$ cat src/rtl/seg7_pkg.sv
// Shared seven-segment definitions: active-low idle patterns, the hex glyph
// table and the packed display word used by the scan driver.
package seg7_pkg;

  localparam int NUM_DIGITS = 4;

  localparam logic [6:0] SEG_OFF = 7'h7F;
  localparam logic [3:0] AN_OFF  = 4'hF;

  // Active-low {g,f,e,d,c,b,a} glyphs for 0..F
  localparam logic [6:0] HEX_SEG [16] = '{
    7'h40, 7'h79, 7'h24, 7'h30,
    7'h19, 7'h12, 7'h02, 7'h78,
    7'h00, 7'h10, 7'h08, 7'h03,
    7'h46, 7'h21, 7'h06, 7'h0E
  };

  typedef struct packed {
    logic [4*NUM_DIGITS-1:0] digits;
    logic [NUM_DIGITS-1:0]   dps;
  } disp_word_t;

endpackage

$ cat src/rtl/hex7seg.sv
// Combinational hex nibble to active-low seven-segment pattern decoder.
module hex7seg
  import seg7_pkg::*;
(
  input  logic [3:0] hex,
  output logic [6:0] seg
);

  assign seg = HEX_SEG[hex];

endmodule

$ cat src/rtl/seg_scan_drv.sv
// Four-digit multiplexed seven-segment driver: frame-aligned value commit,
// anode dead-time on digit changes and optional leading-zero blanking.
module seg_scan_drv
  import seg7_pkg::*;
#(
  parameter int BLANK_CYC = 4
) (
  input  logic                  clk,
  input  logic                  rst,
  input  logic [1:0]            msbs,
  input  logic [15:0]           din,
  input  logic [3:0]            dp_in,
  input  logic                  din_valid,
  output logic                  din_ready,
  input  logic                  blank_lz,
  output logic [NUM_DIGITS-1:0] an,
  output logic [6:0]            seg,
  output logic                  dp,
  output logic                  frame
);

  localparam int CW = (BLANK_CYC > 0) ? $clog2(BLANK_CYC + 1) : 1;
  localparam logic [CW-1:0] BLANK_INIT = CW'(BLANK_CYC);

  disp_word_t            shadow_q, shadow_d;
  disp_word_t            pend_q, pend_d;
  logic                  pend_full_q, pend_full_d;
  logic [1:0]            msbs_q, msbs_d;
  logic [CW-1:0]         cnt_q, cnt_d;
  logic [NUM_DIGITS-1:0] an_q, an_d;
  logic [6:0]            seg_q, seg_d;
  logic                  dp_q, dp_d;
  logic                  frame_q, frame_d;

  logic                  digit_chg, boundary, accept, commit;
  logic                  dead, lz_blank;
  logic [3:0]            cur_nib;
  logic [15:0]           upper;
  logic [6:0]            dec_seg;

  hex7seg u_dec (
    .hex (cur_nib),
    .seg (dec_seg)
  );

  assign din_ready = !pend_full_q;
  assign an        = an_q;
  assign seg       = seg_q;
  assign dp        = dp_q;
  assign frame     = frame_q;

  always_comb begin
    digit_chg   = (msbs != msbs_q);
    boundary    = (msbs_q == 2'd3) && (msbs == 2'd0);
    accept      = din_valid && !pend_full_q;
    commit      = boundary && pend_full_q;

    shadow_d    = shadow_q;
    pend_d      = pend_q;
    pend_full_d = pend_full_q;
    msbs_d      = msbs;
    frame_d     = commit;

    if (commit) begin
      shadow_d    = pend_q;
      pend_full_d = 1'b0;
    end else if (accept) begin
      pend_d      = '{digits: din, dps: dp_in};
      pend_full_d = 1'b1;
    end

    cnt_d = cnt_q;
    if (digit_chg) begin
      cnt_d = BLANK_INIT;
    end else if (cnt_q != '0) begin
      cnt_d = cnt_q - CW'(1);
    end

    // The change cycle itself is also dark so the old digit never overlaps
    // the new anode, giving BLANK_CYC+1 dark output cycles per digit step.
    dead     = (cnt_q != '0) || ((BLANK_CYC != 0) && digit_chg);
    cur_nib  = shadow_q.digits[{msbs_q, 2'b00} +: 4];
    upper    = shadow_q.digits >> {msbs_q, 2'b00};
    lz_blank = blank_lz && (msbs_q != 2'd0) && (upper == 16'h0000);

    an_d  = AN_OFF;
    seg_d = SEG_OFF;
    dp_d  = 1'b1;
    if (!dead && !lz_blank) begin
      an_d  = ~(4'b0001 << msbs_q);
      seg_d = dec_seg;
      dp_d  = ~shadow_q.dps[msbs_q];
    end
  end

  always_ff @(posedge clk or negedge rst) begin
    if (!rst) begin
      shadow_q    <= '0;
      pend_q      <= '0;
      pend_full_q <= 1'b0;
      msbs_q      <= '0;
      cnt_q       <= BLANK_INIT;
      an_q        <= AN_OFF;
      seg_q       <= SEG_OFF;
      dp_q        <= 1'b1;
      frame_q     <= 1'b0;
    end else begin
      shadow_q    <= shadow_d;
      pend_q      <= pend_d;
      pend_full_q <= pend_full_d;
      msbs_q      <= msbs_d;
      cnt_q       <= cnt_d;
      an_q        <= an_d;
      seg_q       <= seg_d;
      dp_q        <= dp_d;
      frame_q     <= frame_d;
    end
  end

endmodule

$ cat config.mk
export PLATFORM = sky130hd
export DESIGN_NAME = seg_scan_drv
export DESIGN_NICKNAME = d
export VERILOG_FILES = /design/src/rtl/seg7_pkg.sv /design/src/rtl/hex7seg.sv /design/src/rtl/seg_scan_drv.sv
export SDC_FILE = /design/constraint.sdc
export NUM_CORES = 1
export LEC_CHECK = 0
export ABC_CLOCK_PERIOD_IN_PS = 3600
export CAP_MARGIN = 15
export CORE_MARGIN = 4
export CORE_UTILIZATION = 53
export DETAILED_ROUTE_END_ITERATION = 16
export PLACE_DENSITY = 0.9
export SETUP_SLACK_MARGIN = 0.2
export SYNTH_ARGS = -nofsm -noshare
export SYNTH_HDL_FRONTEND = slang
export SYNTH_SLANG_ARGS = --single-unit
$ cat constraint.sdc
create_clock -name clk -period 3.6 [get_ports clk]
set_clock_uncertainty 0.2 [all_clocks]
set_input_delay 0.72 -clock clk [delete_from_list [all_inputs] [get_ports clk]]
set_output_delay 0.72 -clock clk [all_outputs]
set_load 0.01 [all_outputs]
### Word level (Yosys, flattened, before mapping)

Memory sizes are Yosys's and may differ from the RTL's.
Cells that the tools add are included.

* memories: 1
* bits in latches: 0
* input port bits: 26
* bits in registers: 59
* memory bits (writable): 0
* bits in read-only memories: 112

* mux-type cells: 11
* shift-type cells: 3
* reductions and logical operators: 17
* bitwise gates (word level): 4
* $mul: 0
* div/mod/pow operators: 0
* $lt $le $gt $ge: 2
* $add $sub $neg: 1
* equal/unequal tests: 2

Memory list
* (no name shown): depth 16, bits a word 7, read ports 1, clocked after Yosys merged registers in 0, write ports 0, line hex7seg.sv:9 `assign seg = HEX_SEG[hex];`

Operators by type and width (number)
* $mux 7: 3
* $logic_not 16->1: 1
* $shiftx 16x5->4: 1
* $shr 16x4->16: 1
* $logic_and 1x1->1: 6
* $mux 3: 2
* $reduce_bool 2->1: 3
* $ge 5x5->1 const B: 1
* $not 4->5: 1
* $mux 1: 4
* $mux 4: 1
* $not 4->4: 1
* $shl 1x2->4 const A: 1
* $logic_not 1->1: 3
* $lt 2x3->1 const B: 1
* $reduce_bool 3->1: 1
* $sub 3x1->3 const B: 1
* $bmux 1 s2: 1
* $eq 2x2->1 const B: 1
* $logic_not 2->1: 1
* $ne 2x2->1: 1
* $not 1->1: 2
* $reduce_and 2->1: 1
* $logic_or 1x1->1: 1

### Logic depth before layout (Yosys ltp)

Gate-level depths: netlist of run 1.

* word-level depth: 6
* depth in mapped cells: 9

### Modules after synthesis

A second synthesis of run 1 with hierarchy kept.

* cell total of the unflattened synthesis: 201
* area total of the unflattened synthesis: 2748.9 sq um

By module, submodules not included
* seg_scan_drv: sequential area each 1492.7 sq um, area each 2473.6 sq um, times used 1, cells an instance 169
* hex7seg: sequential area each 0.0 sq um, area each 275.3 sq um, times used 1, cells an instance 32

### Worst setup path before layout of run 1

Ideal clock, no wire load.

* path type: flip-flop to flip-flop
* from: register msbs_q[0]
* to: register an_q[2] (netlist: an[2])
* setup slack: 1.085 ns
* data required time: 3.333 ns
* data arrival time: 2.248 ns
* path buffers: 2
* cell stages (with the launch flop): 10
* path through: dfrtp_1 buf_6 mux4_2 inv_1 ha_1 nand2_1 nand4bb_1 clkbuf_1 a211o_2 nand4b_1

* word-level cells in the longest chain between the ends: 6

RTL lines
* start, declared: line seg_scan_drv.sv:28 `logic [1:0] msbs_q, msbs_d;`
* start signal, assigned: line seg_scan_drv.sv:111 `msbs_q <= msbs_d;`
* $shr 16x4->16 or $reduce_bool 2->1 (tied branches): line seg_scan_drv.sv:83, seg_scan_drv.sv:84
* $logic_not 16->1 or $logic_and 1x1->1 (tied branches): line seg_scan_drv.sv:84 `lz_blank = blank_lz && (msbs_q != 2'd0) && (upper == 16'h0000);`
* $logic_and 1x1->1: line seg_scan_drv.sv:84
* $logic_not 1->1: line seg_scan_drv.sv:89 `if (!dead && !lz_blank) begin`
* $logic_and 1x1->1: line seg_scan_drv.sv:89
* $mux 4 (*): line seg_scan_drv.sv:89
* named net an_d[2]: line seg_scan_drv.sv:30 `logic [NUM_DIGITS-1:0] an_q, an_d;`
* end signal, assigned: line seg_scan_drv.sv:113 `an_q <= an_d;`
* end, declared: line seg_scan_drv.sv:30

Mark *: on every way through the listed nets, which the timed path passes. The rest lies on a longest branch.
A chain may end at the register's enable or synchronous reset.

### Final worst setup path of run 1

* from: register msbs_q[0]
* to: register seg_q[2] (netlist: seg[2])

* word-level cells in the longest chain between the ends: 6

RTL lines
* $shiftx 16x5->4 (tied with other cells): line seg_scan_drv.sv:82 `cur_nib = shadow_q.digits[{msbs_q, 2'b00} +: 4];`
* $not 4->5 (implied by the code) (tied with other cells): line hex7seg.sv:9
* $mem_v2 16x7 or $logic_and 1x1->1 (tied branches)
* $mux 7 (implied by the code) or $logic_not 1->1 (tied branches): line hex7seg.sv:9, seg_scan_drv.sv:89
* $mux 7 (implied by the code) or $logic_and 1x1->1 (tied branches): line hex7seg.sv:9, seg_scan_drv.sv:89
* $mux 7 (*): line seg_scan_drv.sv:89
* named net seg_d[2]: line seg_scan_drv.sv:31 `logic [6:0] seg_q, seg_d;`
* end signal, assigned: line seg_scan_drv.sv:114 `seg_q <= seg_d;`
* end, declared: line seg_scan_drv.sv:31

Mark *: on every way through the listed nets, which the timed path passes. The rest lies on a longest branch. The select of a mux whose other input is x is not followed.

==> qor.yml, run 1 <==
clk_pin_slew_ns: 0.07
cp-end-kind: "register"
syn2layout_area_growth_pct: 25.4
cts_sinks: 59
pwr-share-clk: 0.302
io_buffers: 39
avgSynthCellArea_um2: 14.0
drv_cap: 0
synth.largest_area_cell: "dfrtp_1"
fin_crit_sh: 0.822
die_x_um: 78.5
setup_viol_count_final: 0
cellLeakagePower_uw: 0.00137
finalCriticalPeriod_ns: 2.96
clk_latency_ns: 0.33
yosysSeqAreaShare: 0.566
worst_slew_pin_slew_ns: 1.03
clockBufferDepth: 2
finalHoldViolations: 0
cp-start-kind: "register"
cts_made_buffers: 9
cp.arrival_ns: 3.01
power_frac_seq: 0.438
coreArea_um2: 4790
synth-async-reset-ratio: 1.00
p_switching_uw: 656
rsz0062_at_grt: "false"
setup_tns_ns: 0
grt.total_usage: 0.182
drt_iter0_markers: 185
maxSlewHeadroom: 0.313
grt_max_degree: 49
status: "finished, final reports clean"
slew_viol_final: 0
synth_top_area_frac: 0.436
syn_nets: 223
cp_max_fo: 13
grt_pass1_vias: 1744
fp.dieH_um: 78.5
r2r_start: "msbs_q[0]"
cts_tree: "done"
max_stage_delay_ns: 0.66
cp.required_ns: 3.65
vias: 1683
ys_ff_latch: 59
synth_warnings: 0
gp_congestion: 0.843
dominantRegCellSynth: "dfrtp_1"
drc: 0
synth_commonest_cells: "46 x dfrtp_1, 40 x mux2_2, 13 x dfstp_2, 9 x inv_1"
syn_inst: 189
nNetsFinal: 267
place_hpwl_um: 3380
drive_gt1_frac: 0.340
switching_share: 0.292
crit_buf_inv: 1
worstSetupPathType: "reg -> reg"
cts_max_level: 3
crit_family: "flip-flops"
synth_cell_types: 43
pwr_density_cell_nw_per_um2: 678
cts_resized: 0
drtAntennaViolNets: 0
crit_path_top_delay_cell: "dfrtp_1"
peakVddDrop_mv: 0.393
synth_top_cells_by_area: "dfrtp_1 44%, mux2_2 17%, dfstp_2 13%"
overflow: 0
yosysMostFrequentCell: "dfrtp_1"
syn-cell-area_um2: 2640
rows: 25
drt-total-wl_um: 4970
hp-start: "pend_q[15]"
antenna_found_initial: 0
wl_per_cell_um: 16.3
grt_pass1_wl_um: 8500
crit_path_start: "msbs_q[0]"
postCtsSetupRepairBufs: 0
pin_count: 40
p_int_uw: 1590
holdBufCountCts: 0
hp-class: "reg -> reg"
dr.pass1.iters: 5
antennaDiodeCount: 0
utilization: 0.691
die_area_um2: 6170
cts_root_buf: "clkbuf_8"
clock.fmax_mhz: 338
worstPathCellList: "mux4_2 > inv_1 > ha_1 > nand2_1 > nand4bb_1 > a311o_1 > o211ai_1"
synth_edf_count: 0
via_per_inst: 5.52
pwr-share-comb: 0.260
start_util: 0.551
[per-layer routing]
layer	vias up	share of wire	global-route usage
met5	-	0	0
met4	0	0.016	0.0699
met3	11	0.070	0.0711
met2	71	0.51	0.289
met1	823	0.40	0.224
li1	778	-	-
[layout make-up]
| class | instances | area (µm²) |
|---|---|---|
| Sequential cell | 59 | 1490 |
| Inverter | 9 | 33.8 |
| Clock inverter | 4 | 72.6 |
| Fill cell | 337 | 1480 |
| Multi-Input combinational cell | 111 | 1050 |
| Tap cell | 67 | 83.8 |
| Clock buffer | 12 | 155 |
| Timing Repair Buffer | 43 | 415 |
[layout by cell type, fill, tap and decap left out, drive strengths merged, types with 2 or more instances in the layout]
cell           instances
nor2                   8
mux4                   5
clkdlybuf4s50         38
a221o                  4
xor2                   2
bufinv                 2
clkbuf                12
nor2b                  2
o21ai                  3
nand4b                 2
inv                    9
a21oi                  3
or3                    2
dfrtp                 46
dfstp                 13
ha                     8
nand2                  7
mux2                  40
buf                    5
a21o                   2
nand4                  2
nand3                  3
nor4                   2
[stage by stage]
step | power [µW] | hold slack, ns | setup WS [ns] | instances | instance area, µm²
2_1_floorplan | 1390 | 0.224 | 1.09 | 189 | 2640
3_3_place_gp | 1520 | 0.283 | 0.807 | 289 | 3080
3_5_place_dp | 1560 | 0.292 | 0.725 | 289 | 3080
4_1_cts | 2260 | 0.307 | 0.673 | 305 | 3310
5_1_grt | 2370 | 0.327 | 0.488 | 305 | 3310
6_report | 2240 | 0.303 | 0.639 | 305 | 3310
[worst paths after layout]
path	to	slack, ns	depth (start not counted)
worst max-delay path	seg[2]	0.64	7
worst min-delay path	pend_q[15]	0.30	1
worst max register to register	seg[2]	0.64	7
worst min register to register	pend_q[15]	0.30	1
max in group asynchronous	an[3]	2.01	2
min in group asynchronous	pend_q[13]	0.37	1
[worst reg2reg max path: stages (launching register included)]
cell       delay [ns]
dfrtp_1          0.66
mux4_2           0.64
inv_1            0.16
ha_1             0.25
nand2_1          0.07
nand4bb_1        0.38
a311o_1          0.43
o211ai_1         0.10
[power groups by stage]
stage | combinational (µW) | sequential, µW | clock [µW]
5_1_grt | 640 | 1010 | 723
4_1_cts | 578 | 986 | 692
2_1_floorplan | 449 | 937 | 0
3_5_place_dp | 562 | 994 | 0
3_3_place_gp | 539 | 985 | 0
6_report | 583 | 983 | 679
[kinds of logic after synthesis]
logic type	Yosys count	synth area share
mux	46	0.217
buf+inv	19	0.0375
fa+ha+maj	8	0.0380
simple gates	34	0.0726
compound gates	21	0.0621
xor+xnor	2	0.00664
flops	59	0.566
[state kept, by name (all words and copies together) (netlist names)]
signal	count
an	4
dp	1
msbs_q	2
pend_full_q	1
seg	7
cnt_q	3
frame	1
pend_q	20
shadow_q	20
(Power assumes the default switching activity.)
==> run 2: changes to the inputs <==
- ABC_CLOCK_PERIOD_IN_PS: 3600 -> 3100
- clock period: 3.6 -> 3.1 ns (I/O delays scaled with it)
==> qor.yml, run 2 (synthesis results as in run 1) <==
p_int_uw: 1680
overflow: 0
antenna_found_initial: 0
vias: 1626
worstSetupPathType: "reg -> reg"
antennaDiodeCount: 0
setup_viol_count_final: 0
holdBufCountCts: 0
final.setup.worst_slack_ns: 0.397
pwr-share-comb: 0.276
place_hpwl_um: 3260
clockBufferDepth: 2
cts_made_buffers: 9
coreArea_um2: 4790
status: "finished, final reports clean"
layout_common_cells: "46 x dfrtp_1, 40 x mux2_2, 38 x clkdlybuf4s50_1"
cts_tree: "done"
clk_latency_ns: 0.32
cts_resized: 0
peakVddDrop_mv: 0.494
slew_viol_final: 0
grt_pass1_wl_um: 7960
drive_gt1_frac: 0.343
grt_pass1_vias: 1682
finalCriticalPeriod_ns: 2.70
finalHoldViolations: 0
die_x_um: 78.5
rsz0062_at_grt: "false"
cp_max_fo: 7
drt-total-wl_um: 4570
pwr_density_cell_nw_per_um2: 736
hp-class: "in -> async"
io_buffers: 39
syn2layout_area_growth_pct: 24.4
dpl.cell_count: 290
p_switching_uw: 730
final_common_cell: "dfrtp_1"
wl_per_cell_um: 14.9
cp.arrival_ns: 2.76
nNetsFinal: 268
die_area_um2: 6170
rows: 25
start_util: 0.551
gp_congestion: 0.873
switching_share: 0.303
cp-end-kind: "register"
drc: 0
clk_pin_slew_ns: 0.07
grt_max_degree: 60
fin_cells: 306
power_frac_seq: 0.471
grt.total_usage: 0.166
postCtsSetupRepairBufs: 0
pwr-share-clk: 0.253
drtAntennaViolNets: 0
pin_count: 40
maxSlewHeadroom: 0.534
fp.dieH_um: 78.5
cts_sinks: 59
pre_cts_ws_ns: 0.441
cts_max_level: 3
cp-start-kind: "register"
finalPower_uw: 2410
clock.fmax_mhz: 370
via_per_inst: 5.31
cts_root_buf: "clkbuf_8"
worst_slew_pin_slew_ns: 0.694
setup_tns_ns: 0
cp.required_ns: 3.16
cellLeakagePower_uw: 0.00135
drt_iter0_markers: 126
drv_cap: 0
dr.pass1.iters: 4
fin_crit_sh: 0.872
==> run 2: cell count changes in the layout (fill, tap and decap cells not counted) <==
cell | before | now
bufinv_16 | 2 | 0
clkinvlp_4 | 1 | 2
clkinv_2 | 1 | 2
buf_12 | 0 | 1
==> run 2: final cells by class <==
type	count	area [µm²]
inverter	9	33.8
timing repair buffer	44	435
sequential	59	1490
clock inverter	4	25.0
clock buffer	12	155
multi-input combinational	111	1050
fill	334	1510
tap	67	83.8
==> run 2: metrics by stage <==
step	hold slack [ns]	util	cell area [µm²]
4_1_cts	0.0799	0.685	3280
3_3_place_gp	0.283	0.648	3100
6_report	0.0738	0.685	3280
3_5_place_dp	0.289	0.648	3100
2_1_floorplan	0.124	-	2640
5_1_grt	0.0842	0.685	3280
==> run 2: final timing paths <==
kind,startpoint,endpoint,slack [ns],depth (start not counted)
max reg2reg,msbs_q[0],an[1],0.40,7
min in group clk,pend_q[15],pend_q[15],0.30,1
max in group asynchronous,rst,seg[1],2.30,2
min,rst,pend_q[18],0.07,2
max,msbs_q[0],an[1],0.40,7
min reg2reg,pend_q[15],pend_q[15],0.30,1
==> run 2: power groups by stage <==
stage,registers [µW],clock network (µW),logic (µW)
after CTS,1140,630,663
after global routing,1170,665,739
after detailed placement,1150,0,656
after global placement,1140,0,629
final,1140,611,665
after floorplan,1090,0,522
==> run 2: worst max-delay path, stage by stage, from the launching register on <==
cell       delay (ns)
dfrtp_1          0.49
mux4_2           0.60
inv_1            0.16
ha_1             0.23
nand2_1          0.06
nand4bb_1        0.35
a211o_2          0.43
nand4b_1         0.11
==> run 2: layer usage <==
metal / global-route usage / wire, µm
met4: 0.0524 / 54
met5: 0 / 0
met1: 0.213 / 2050
met2: 0.267 / 2230
met3: 0.0550 / 235
